### config.mk
export PLATFORM = sky130hd
export DESIGN_NAME = reservation_station
export DESIGN_NICKNAME = d
export VERILOG_FILES = /design/src/rtl/reservation_station.sv
export SDC_FILE = /design/constraint.sdc
export NUM_CORES = 1
export LEC_CHECK = 0
export ABC_AREA = 1
export ABC_CLOCK_PERIOD_IN_PS = 7370
export CAP_MARGIN = 10
export CORE_UTILIZATION = 45
export DETAILED_ROUTE_END_ITERATION = 16
export PLACE_DENSITY_LB_ADDON = 0.12
export SKIP_CTS_REPAIR_TIMING = 1
export SYNTH_ARGS = -nofsm -noshare
export SYNTH_HDL_FRONTEND = slang
export SYNTH_SLANG_ARGS = --single-unit
### constraint.sdc
create_clock -name CLK -period 7.37 [get_ports CLK]
set_clock_uncertainty 0.1 [all_clocks]
set_input_delay 1.1055 -clock CLK [delete_from_list [all_inputs] [get_ports CLK]]
set_output_delay 1.1055 -clock CLK [all_outputs]
set_load 0.01 [all_outputs]
### src/rtl/reservation_station.sv
// rtl/reservation_station.sv - three-entry reservation station with CDB snoop and single-FU dispatch FSM
module reservation_station #(
    parameter logic [2:0] TAG_BASE = 3'd1
) (
    input  logic        CLK,
    input  logic        CLR,
    input  logic        issue_valid,
    input  logic [2:0]  issue_op,
    input  logic [15:0] issue_vj,
    input  logic [15:0] issue_vk,
    input  logic [2:0]  issue_qj,
    input  logic [2:0]  issue_qk,
    output logic        issue_ready,
    output logic [2:0]  issue_tag,
    input  logic        cdb_valid,
    input  logic [2:0]  cdb_tag,
    input  logic [15:0] cdb_data,
    output logic        fu_start,
    output logic [2:0]  fu_id,
    output logic [15:0] fu_a,
    output logic [15:0] fu_b,
    output logic [2:0]  fu_op,
    input  logic [18:0] fu_result,
    input  logic        fu_done,
    input  logic        fu_busy,
    output logic        res_valid,
    output logic [2:0]  res_tag,
    output logic [15:0] res_data
);
    typedef enum logic [1:0] {IDLE, START, WAIT, BCAST} state_t;

    state_t      state_q, state_d;
    logic [2:0]  busy_q, busy_d, disp_q, disp_d;
    logic [2:0]  op_q [0:2];
    logic [2:0]  op_d [0:2];
    logic [2:0]  qj_q [0:2];
    logic [2:0]  qj_d [0:2];
    logic [2:0]  qk_q [0:2];
    logic [2:0]  qk_d [0:2];
    logic [15:0] vj_q [0:2];
    logic [15:0] vj_d [0:2];
    logic [15:0] vk_q [0:2];
    logic [15:0] vk_d [0:2];
    logic [1:0]  sel_q, sel_d;
    logic [2:0]  fu_id_q, fu_id_d, fu_op_q, fu_op_d;
    logic [15:0] fu_a_q, fu_a_d, fu_b_q, fu_b_d, result_q, result_d;

    logic [1:0]  free_idx, rdy_idx;
    logic        any_free, any_rdy, cdb_hit;
    logic        unused_result_hi;

    assign unused_result_hi = ^fu_result[18:16];
    assign cdb_hit = cdb_valid && (cdb_tag != 3'd0);

    // Descending scans so the lowest qualifying index wins.
    always_comb begin
        free_idx = 2'd0;
        any_free = 1'b0;
        rdy_idx  = 2'd0;
        any_rdy  = 1'b0;
        for (int i = 2; i >= 0; i--) begin
            if (!busy_q[i]) begin
                free_idx = 2'(i);
                any_free = 1'b1;
            end
            if (busy_q[i] && !disp_q[i] && qj_q[i] == 3'd0 && qk_q[i] == 3'd0) begin
                rdy_idx = 2'(i);
                any_rdy = 1'b1;
            end
        end
    end

    assign issue_ready = any_free;
    assign issue_tag   = TAG_BASE + 3'(free_idx);
    assign fu_start    = (state_q == START);
    assign res_valid   = (state_q == BCAST);
    assign res_tag     = res_valid ? fu_id_q : 3'd0;
    assign res_data    = res_valid ? result_q : 16'd0;
    assign fu_id       = fu_id_q;
    assign fu_a        = fu_a_q;
    assign fu_b        = fu_b_q;
    assign fu_op       = fu_op_q;

    always_comb begin
        state_d  = state_q;
        busy_d   = busy_q;
        disp_d   = disp_q;
        sel_d    = sel_q;
        fu_id_d  = fu_id_q;
        fu_op_d  = fu_op_q;
        fu_a_d   = fu_a_q;
        fu_b_d   = fu_b_q;
        result_d = result_q;
        for (int i = 0; i < 3; i++) begin
            op_d[i] = op_q[i];
            qj_d[i] = qj_q[i];
            qk_d[i] = qk_q[i];
            vj_d[i] = vj_q[i];
            vk_d[i] = vk_q[i];
            if (busy_q[i] && cdb_hit && qj_q[i] == cdb_tag) begin
                vj_d[i] = cdb_data;
                qj_d[i] = 3'd0;
            end
            if (busy_q[i] && cdb_hit && qk_q[i] == cdb_tag) begin
                vk_d[i] = cdb_data;
                qk_d[i] = 3'd0;
            end
        end

        // A tag broadcast in the issue cycle would be missed by the snoop, so capture it here.
        if (issue_valid && any_free) begin
            busy_d[free_idx] = 1'b1;
            disp_d[free_idx] = 1'b0;
            op_d[free_idx]   = issue_op;
            if (cdb_hit && issue_qj == cdb_tag) begin
                vj_d[free_idx] = cdb_data;
                qj_d[free_idx] = 3'd0;
            end else begin
                vj_d[free_idx] = issue_vj;
                qj_d[free_idx] = issue_qj;
            end
            if (cdb_hit && issue_qk == cdb_tag) begin
                vk_d[free_idx] = cdb_data;
                qk_d[free_idx] = 3'd0;
            end else begin
                vk_d[free_idx] = issue_vk;
                qk_d[free_idx] = issue_qk;
            end
        end

        case (state_q)
            IDLE: begin
                if (any_rdy && !fu_busy) begin
                    sel_d           = rdy_idx;
                    fu_id_d         = TAG_BASE + 3'(rdy_idx);
                    fu_op_d         = op_q[rdy_idx];
                    fu_a_d          = vj_q[rdy_idx];
                    fu_b_d          = vk_q[rdy_idx];
                    disp_d[rdy_idx] = 1'b1;
                    state_d         = START;
                end
            end
            START: state_d = WAIT;
            WAIT: begin
                if (fu_done && !fu_busy) begin
                    result_d = fu_result[15:0];
                    state_d  = BCAST;
                end
            end
            BCAST: begin
                busy_d[sel_q] = 1'b0;
                disp_d[sel_q] = 1'b0;
                state_d       = IDLE;
            end
            default: state_d = IDLE;
        endcase
    end

    always_ff @(posedge CLK or posedge CLR) begin
        if (CLR) begin
            state_q  <= IDLE;
            busy_q   <= 3'd0;
            disp_q   <= 3'd0;
            sel_q    <= 2'd0;
            fu_id_q  <= 3'd0;
            fu_op_q  <= 3'd0;
            fu_a_q   <= 16'd0;
            fu_b_q   <= 16'd0;
            result_q <= 16'd0;
            for (int i = 0; i < 3; i++) begin
                op_q[i] <= 3'd0;
                qj_q[i] <= 3'd0;
                qk_q[i] <= 3'd0;
                vj_q[i] <= 16'd0;
                vk_q[i] <= 16'd0;
            end
        end else begin
            state_q  <= state_d;
            busy_q   <= busy_d;
            disp_q   <= disp_d;
            sel_q    <= sel_d;
            fu_id_q  <= fu_id_d;
            fu_op_q  <= fu_op_d;
            fu_a_q   <= fu_a_d;
            fu_b_q   <= fu_b_d;
            result_q <= result_d;
            for (int i = 0; i < 3; i++) begin
                op_q[i] <= op_d[i];
                qj_q[i] <= qj_d[i];
                qk_q[i] <= qk_d[i];
                vj_q[i] <= vj_d[i];
                vk_q[i] <= vk_d[i];
            end
        end
    end
endmodule

# [Word level (Yosys, flattened, before mapping)]
# Cells that the tools add are included.
[word_totals] out_inout_bits=63 word_cells=171 regBits=187 inputBits=85
[op_classes] n_eq_ne=13 bitwise=12 reduce_logical=43 muxes=68 order_cmp=9 n_addsub=2
[ops] op="bitwise mux 48 bit" count=4
[ops] op="2-to-1 mux 16 bit" count=12
[ops] op="2-to-1 mux 48 bit" count=4
[ops] op="binary-select mux 16 bit (select 2 bit)" count=2
[ops] op="2-to-1 mux 3 bit" count=14
[ops] op="2-to-1 mux 9 bit" count=4
[ops] op="demux 16 bit (select 2 bit)" count=1
[ops] op="logical AND 1 bit" count=28
[ops] op="bitwise mux 9 bit" count=3
[ops] op="== test 3 bit" count=8
[ops] op="bitwise AND 9 bit" count=2
[ops] op="logical NOT 3 bit" count=6
[ops] op="2-to-1 mux 2 bit" count=8
[ops] op="bitwise AND 3 bit" count=3
[ops] op="less-than comparator 2 x 3 -> 1 bit, second input constant" count=3
[ops] op="2-to-1 mux 1 bit" count=9
[ops] op="inverter 9 bit" count=1
[ops] op="case mux 2 bit (4 select lines)" count=1
[ops] op="adder 1 x 2 -> 3 bit, first input constant" count=2
[ops] op="binary-select mux 3 bit (select 2 bit)" count=1
[ops] op="demux 1 bit (select 2 bit)" count=3
[ops] op="demux 3 bit (select 2 bit)" count=1
[ops] op=">= comparator 2 x 1 -> 1 bit, second input constant" count=3
[ops] op=">= comparator 3 bit, second input constant" count=2
[ops] op="other kinds (12)" count=22

# [Longest topological paths before layout]
# Gate-level depths: netlist of run 1.
[depth] depth_word=14 depth_mapped=13 mapped_depth_nobuf=11

# [Least setup slack after synthesis of run 1]
# OpenSTA, ideal clock, no wires.
[synth_timing] kind="register to output" from="reg state_q[1]" to="out res_data[0]" stages_incl_launch_ff=6 path_slack_ps=4918 t_required_ps=6165 path_buffers=2 arrival_ps=1246 cell_sequence="dfrtp_1 -> ha_1 -> clkbuf_1 -> clkbuf_1 -> nand2_1 -> inv_1"
[synth_between] elab_chain_len=2
[synth_lines] element="start: declaration" line="32" text="state_t state_q, state_d;"
[synth_lines] element="start signal: assignment" line="178" text="state_q <= state_d;"
[synth_lines] element="== test 2 bit" line="76" text="assign res_valid = (state_q == BCAST);"
[synth_lines] element="via res_valid" line="26" text="output logic res_valid,"
[synth_lines] element="2-to-1 mux 16 bit" line="78" text="assign res_data = res_valid ? result_q : 16'd0;"
[synth_lines] element="end: declaration" line="28" text="output logic [15:0] res_data"
# The timed path passes the listed nets, and every way through them passes these cells.

# [Worst setup path in the final report of run 1]
[layout_timing] from="reg busy_q[0]" to="out issue_tag[1]"
[layout_between] elab_chain_len=2
[layout_lines] element="start: declaration" line="33" text="logic [2:0] busy_q, busy_d, disp_q, disp_d;"
[layout_lines] element="start signal: assignment" line="179" text="busy_q <= busy_d;"
[layout_lines] element="2-to-1 mux 2 bit" line="62" text="if (!busy_q[i]) begin"
[layout_lines] element="adder 1 x 2 -> 3 bit" line="74" text="assign issue_tag = TAG_BASE + 3'(free_idx);"
[layout_lines] element="end: declaration" line="14" text="output logic [2:0] issue_tag,"
# No other way between the ends.

==> summary.md, run 1 <==
| Metric | Value |
|---|---|
| First-pass GRT wire length | `56.01 mm` |
| Synth area leader | `dfrtp_1` |
| Crit-path max FO | `34` |
| 1st-pass router iterations | `5` |
| Total gr overflow | `0` |
| Drt total wl | `35.80 mm` |
| Pleak | `7.024 nW` |
| Unique cell type count in the Yosys netlist | `31` |
| CTS buffer count | `17` |
| Via count | `10,700` |
| Final net count | `1,764` |
| GRT Total Usage | `28.12%` |
| Worst EP required | `6.16 ns` |
| Cells on worst reg2reg path | `10` |
| Syn Inst Count | `1,606` |
| Min Tclk post-route | `4.427 ns` |
| Max_slew headroom | `31.06%` |
| Synth area leaders | `dfrtp_1, nand2_1, inv_1, o211ai_1, nand3_1` |
| Synth warnings | `0` |
| Hold Path Cell Cnt | `2` |
| DIE WIDTH | `160.8 um` |
| Row count | `57` |
| Fin. max-slew vios | `0` |
| RSZ-0062 raised after global routing | `false` |
| WS Path Type | `reg2out` |
| Final Cycle Share | `60.06%` |
| Worst hold-check path type | `reg2reg` |
| Startpoint types | `register` |
| CTS H-tree depth | `4` |
| Share of the synthesized area in the top cell type | `41.25%` |
| Max frequency | `0.2259 GHz` |
| Max Buffers Root-to-Sink | `2` |
| WP data arrival | `3.22 ns` |
| Clock sinks | `187` |
| Setup TNS | `0 ns` |
| Antenna violations before repair | `0` |
| Worst-Skew Late Latency | `0.45 ns` |
| Reg clk slew, reported paths | `0.09 ns` |
| Cell Area, Synth | `11,340 um2` |
| Die area | `25,850 um2` |
| DRC | `0` |
| TritonCTS clock tree | `yes` |
| Register area share after synthesis | `41.25%` |
| Starting DRC count in detailed routing | `1,036` |
| Detail Route Antenna Nets | `0` |
| Max cap viols | `0` |
| Core Region | `24,530 um2` |
| Dpl cell area | `12,780 um2` |
| Starting Density | `46.24%` |
| Dpl hpwl | `21.91 mm` |
| Final setup fails | `0` |
| Chip Height | `160.8 um` |
| Syn_nets | `1,695` |
| Peak supply drop | `0.0001922 V` |
| Largest net degree at the start of global routing | `131` |
| Worst Setup SP | `busy_q[0]$_DFF_PP0_` |
| Area Growth Syn to Fin | `18.37%` |
| Num ports | `148` |
| Hold wc startpoint | `op_q[4]$_DFFE_PP0P_` |
| Endpoints failing hold | `0` |
| Highest routed layer | `met4` |
| Status | `complete, no violations` |
| Avg WL per Cell | `17.79 um` |
| Number of diodes | `0` |
| Via-to-Cell Ratio | `5.316` |
| Met3 wire len | `3.348 mm` |
| Met1 WL | `16.39 mm` |
| Pwr dens | `444.8 nW/um2` |
| Vias in the first global route | `9,788` |
| Worst reg2reg path startpoint | `busy_q[0]$_DFF_PP0_` |
| Metal2 WL | `15.51 mm` |
| Actual slew at the worst max-slew pin | `1.031 ns` |
| Post-route cell area | `13,430 um2` |
| Port buffer count | `143` |
| #FFs+latches synth | `187` |
| Synthesized area per cell | `7.063 um2` |
| Share of layout cells above drive strength 1 | `5.332%` |
| Root Driver | `clkbuf_16` |
| Routability congestion estimate | `0.8322` |
| Critical path capture point type | `primary output` |
## worst paths after layout
path	end	slack, ns
min in group asynchronous	fu_b[11]$_DFFE_PP0P_	1.12
setup / recovery	issue_tag[1]	2.94
max in group asynchronous	vj_q[0]$_DFF_PP0_	4.64
setup reg to reg	vk_q[43]$_DFF_PP0_	3.75
hold / removal	op_q[4]$_DFFE_PP0P_	0.38
hold reg to reg	op_q[4]$_DFFE_PP0P_	0.38
## worst max-delay path: stages (launching register included)
cell and delay, ns:
dfrtp_1 0.46, inv_2 0.12, nor2_4 0.50, inv_2 0.45
nand2_2 0.57, clkdlybuf4s50_1 0.65
## layout by cell type (no fill, tap or decap), types with 5 or more instances in the layout
cell,n
a21oi_1,5
buf_4,12
clkbuf_16,17
clkdlybuf4s50_1,143
dfrtp_1,187
inv_1,234
inv_2,11
mux2_2,16
nand2_1,500
nand2_2,6
nand3_1,130
nor2_1,76
nor2_4,5
o211ai_1,112
o21ai_0,117
o21ai_1,30
o22ai_1,29
xnor2_1,10
xor2_1,12
## flip-flops by register name, summed over array words and instances (netlist names)
register,flops
sel_q,2
qj_q,9
fu_id,3
vj_q,48
state_q,2
fu_b,16
fu_op,3
vk_q,48
result_q,16
disp_q,3
qk_q,9
op_q,9
fu_a,16
busy_q,3
## Yosys cell counts (all sizes together)
| cell | number |
|---|---|
| o21ai | 147 |
| dfrtp | 187 |
| nor2 | 82 |
| inv | 246 |
| clkbuf | 41 |
| mux2 | 16 |
| nand4 | 2 |
| nand3 | 134 |
| clkinv | 1 |
| o211ai | 112 |
| nand3b | 3 |
| buf | 64 |
| a22oi | 2 |
| o22ai | 29 |
| xnor2 | 10 |
| or2 | 1 |
| nor3 | 1 |
| xor2 | 12 |
| a21oi | 5 |
| ha | 4 |
| conb | 1 |
| nand2 | 506 |
## layer usage
layer  GRT usage [%]  up-vias
met5               0        -
met2           42.40      512
met3           6.560       50
met4           6.304        0
met1           40.84     4875
li1                -     5259
## layout make-up
type | count | area (um2)
fillers | 2405 | 11110
multi-input cells | 1067 | 5235
flip-flops and latches | 187 | 4679
repair buffers | 155 | 1521
inverters | 247 | 934.6
clock buffers | 17 | 425.4
well taps | 324 | 405.4
clock inverters | 15 | 225.2
## stage by stage
step                cells  power (mW)  hold WS, ns  util (%)  worst slack (ns)
finish               2012       5.973       0.3795     54.73             2.943
global route         2012       6.454       0.3984     54.73             2.881
CTS                  2012       5.959       0.3827     54.73             3.025
detailed placement   1980       4.920       0.3645     52.08             3.056
global placement     1980       4.855       0.3610     52.08             3.091
floorplan            1606       3.927       0.3444         -             1.079
## report_power, final
group	leakage, nW	internal [mW]	switching, mW	total [mW]
combinational	4.45	1.12	2.08	3.20
clock	0.317	0.555	0.468	1.02
sequential	2.26	1.53	0.220	1.75
## cell families after synthesis
group / Yosys count / synth area share, %
muxes: 16 / 1.588
AOI/OAI and AO/OA: 295 / 15.85
adders and majority gates: 4 / 0.4412
xor gates and xnor gates: 22 / 1.699
DFF: 187 / 41.25
other: 1 / 0.03306
and+or+nand+nor: 729 / 26.41
buffers and inverters: 352 / 12.73
No activity file was read; power rests on OpenSTA's default activity.
==> run 2, diff against run 1 <==
ABC_CLOCK_PERIOD_IN_PS = 3600   (was 7370)
clock period = 3.6 ns   (was 7.37 ns; I/O delays follow)
==> run 2 against run 1 <==
Compared with the run above: critical path depth down 1; total power up 110%; flip-flop and latch count unchanged; global-route usage up 0.18 points; cell count up 1.3%; non-clock buffer count up 26; die area unchanged; clock power up 100%; combinational power up 110%; count of clock-buffer cells in the layout unchanged; critical endpoint is now res_data[8].
==> summary.md, run 2 (synthesis gave the netlist of run 1 again) <==
| Metric | Value |
|---|---|
| Status | `complete, no violations` |
| Actual slew at the worst max-slew pin | `0.7970 ns (-0.2340 ns)` |
| Pre-CTS WS | `0.7969 ns (-2.259 ns)` |
| Total gr overflow | `0 (unchanged)` |
| Share of layout cells above drive strength 1 | `6.651% (+1.3 points)` |
| Dpl cell area | `13,020 um2 (+1.9%)` |
| TritonCTS clock tree | `yes` |
| Hold_ws | `0.3768 ns (-0.002767 ns)` |
| Final core utilization | `55.66% (+0.93 points)` |
| DIE WIDTH | `160.8 um (unchanged)` |
| Peak supply drop | `0.0005213 V (+170%)` |
| Final net count | `1,790 (+1.5%)` |
| Final Cycle Share | `80.38%` |
| CTS buffer count | `17 (unchanged)` |
| Root Driver | `clkbuf_16` |
| GRT Total Usage | `28.29% (+0.18 points)` |
| Area Growth Syn to Fin | `20.37%` |
| Via-to-Cell Ratio | `5.302 (-0.27%)` |
| Worst-Skew Late Latency | `0.44 ns (about the same)` |
| Port buffer count | `143 (unchanged)` |
| Setup slack after layout | `0.7063 ns (-2.237 ns)` |
| Avg WL per Cell | `17.63 um (-0.91%)` |
| 1st-pass router iterations | `6 (+1)` |
| Pleak | `7.154 nW (+1.8%)` |
| Worst hold-check path type | `reg2reg` |
| DRC | `0 (unchanged)` |
| Via count | `10,810 (+1.0%)` |
| WP data arrival | `2.25 ns (-0.97 ns)` |
| Largest net degree at the start of global routing | `124 (-5.3%)` |
| Biggest regs | `vj_q x48, vk_q x48` |
| Num ports | `148 (unchanged)` |
| Detail Route Antenna Nets | `0 (unchanged)` |
| Commonest cells after routing, fill and taps aside | `nand2_1, inv_1, dfrtp_1` |
| CTS H-tree depth | `4 (unchanged)` |
| Clock sinks | `187 (unchanged)` |
| Crit-path max FO | `21 (-38%)` |
| Core Region | `24,530 um2 (unchanged)` |
| Number of diodes | `0 (unchanged)` |
| Endpoints failing hold | `0 (unchanged)` |
| Final setup fails | `0 (unchanged)` |
| Dpl hpwl | `23.33 mm (+6.5%)` |
| Max frequency | `0.3456 GHz` |
| Drt total wl | `35.93 mm (+0.37%)` |
| Max Buffers Root-to-Sink | `2 (unchanged)` |
| Max_slew headroom | `46.72% (+16 points)` |
| WS Path Type | `reg2out` |
| Row count | `57 (unchanged)` |
| RSZ-0062 raised after global routing | `false` |
| Starting DRC count in detailed routing | `1,043 (+0.68%)` |
| Fin. max-slew vios | `0 (unchanged)` |
| Starting Density | `46.24% (unchanged)` |
| Critical path capture point type | `primary output` |
| Min Tclk post-route | `2.894 ns` |
| Startpoint types | `register` |
| Chip Height | `160.8 um (unchanged)` |
| Tot Pwr | `12.35 mW (+110%)` |
| Pwr dens | `904.5 nW/um2 (+100%)` |
| Die area | `25,850 um2 (unchanged)` |
| Reg clk slew, reported paths | `0.07 ns (-0.02 ns)` |
| Fin cells | `2,038 (+1.3%)` |
| Worst EP required | `2.96 ns (-3.20 ns)` |
| Antenna violations before repair | `0 (unchanged)` |
| Layout fillers | `2,361 (-1.8%)` |
| Setup TNS | `0 ns (unchanged)` |
| Max cap viols | `0 (unchanged)` |
| Post-route cell area | `13,650 um2 (+1.7%)` |
| Vias in the first global route | `9,906 (+1.2%)` |
| Leading cell type in the layout, fill and taps excluded | `nand2_1` |
| First-pass GRT wire length | `56.50 mm (+0.87%)` |
| Placed insts | `2,006 (+1.3%)` |
| Routability congestion estimate | `0.8979 (+7.9%)` |
-- run 2: cell types whose count changed in the layout (fill, tap and decap cells not counted), sizes merged --
cell and change:
clkinv -1, clkinvlp +3, buf +26, inv -2
-- run 2: power breakdown --
group          leakage [nW]  total [mW]  internal (mW)  switching (mW)
sequential             2.26        3.58           3.12           0.451
clock                 0.302        2.04           1.12           0.915
combinational          4.59        6.74           2.43            4.31
-- run 2: final timing paths --
kind                                        start                     end  slack, ns  cells after the start
max                        state_q[1]$_DFFE_PP0P_             res_data[8]       0.71                      4
max reg2reg                   busy_q[0]$_DFF_PP0_      vk_q[34]$_DFF_PP0_       1.03                     10
min reg2reg                   fu_b[3]$_DFFE_PP0P_     fu_b[3]$_DFFE_PP0P_       0.38                      2
max in group asynchronous                     CLR      vj_q[43]$_DFF_PP0_       2.27                      3
min in group asynchronous                     CLR  state_q[1]$_DFFE_PP0P_       0.47                      3
min                           fu_b[3]$_DFFE_PP0P_     fu_b[3]$_DFFE_PP0P_       0.38                      2
-- run 2: layer usage --
layer	vias to the layer above	track usage [%]	share of wire, %
met1	4948	42.12	46
li1	5307	-	-
met5	-	0	0
met2	504	41.93	43
met4	0	8.362	1.8
met3	46	4.752	8.7
-- run 2: layout make-up --
class | count | area [um2] | area share (%)
Inverter | 247 | 930.9 | 6.818
Multi-Input combinational cell | 1067 | 5228 | 38.28
Sequential cell | 187 | 4679 | 34.27
Tap cell | 324 | 405.4 | 2.969
Clock inverter | 15 | 206.4 | 1.512
Clock buffer | 17 | 425.4 | 3.116
Timing Repair Buffer | 181 | 1779 | 13.03
-- run 2: critical path, cell delays in order, from the launching register on --
cell,delay (ns)
dfrtp_1,0.40
ha_1,0.67
nand2_1,0.13
inv_1,0.08
clkdlybuf4s50_1,0.53
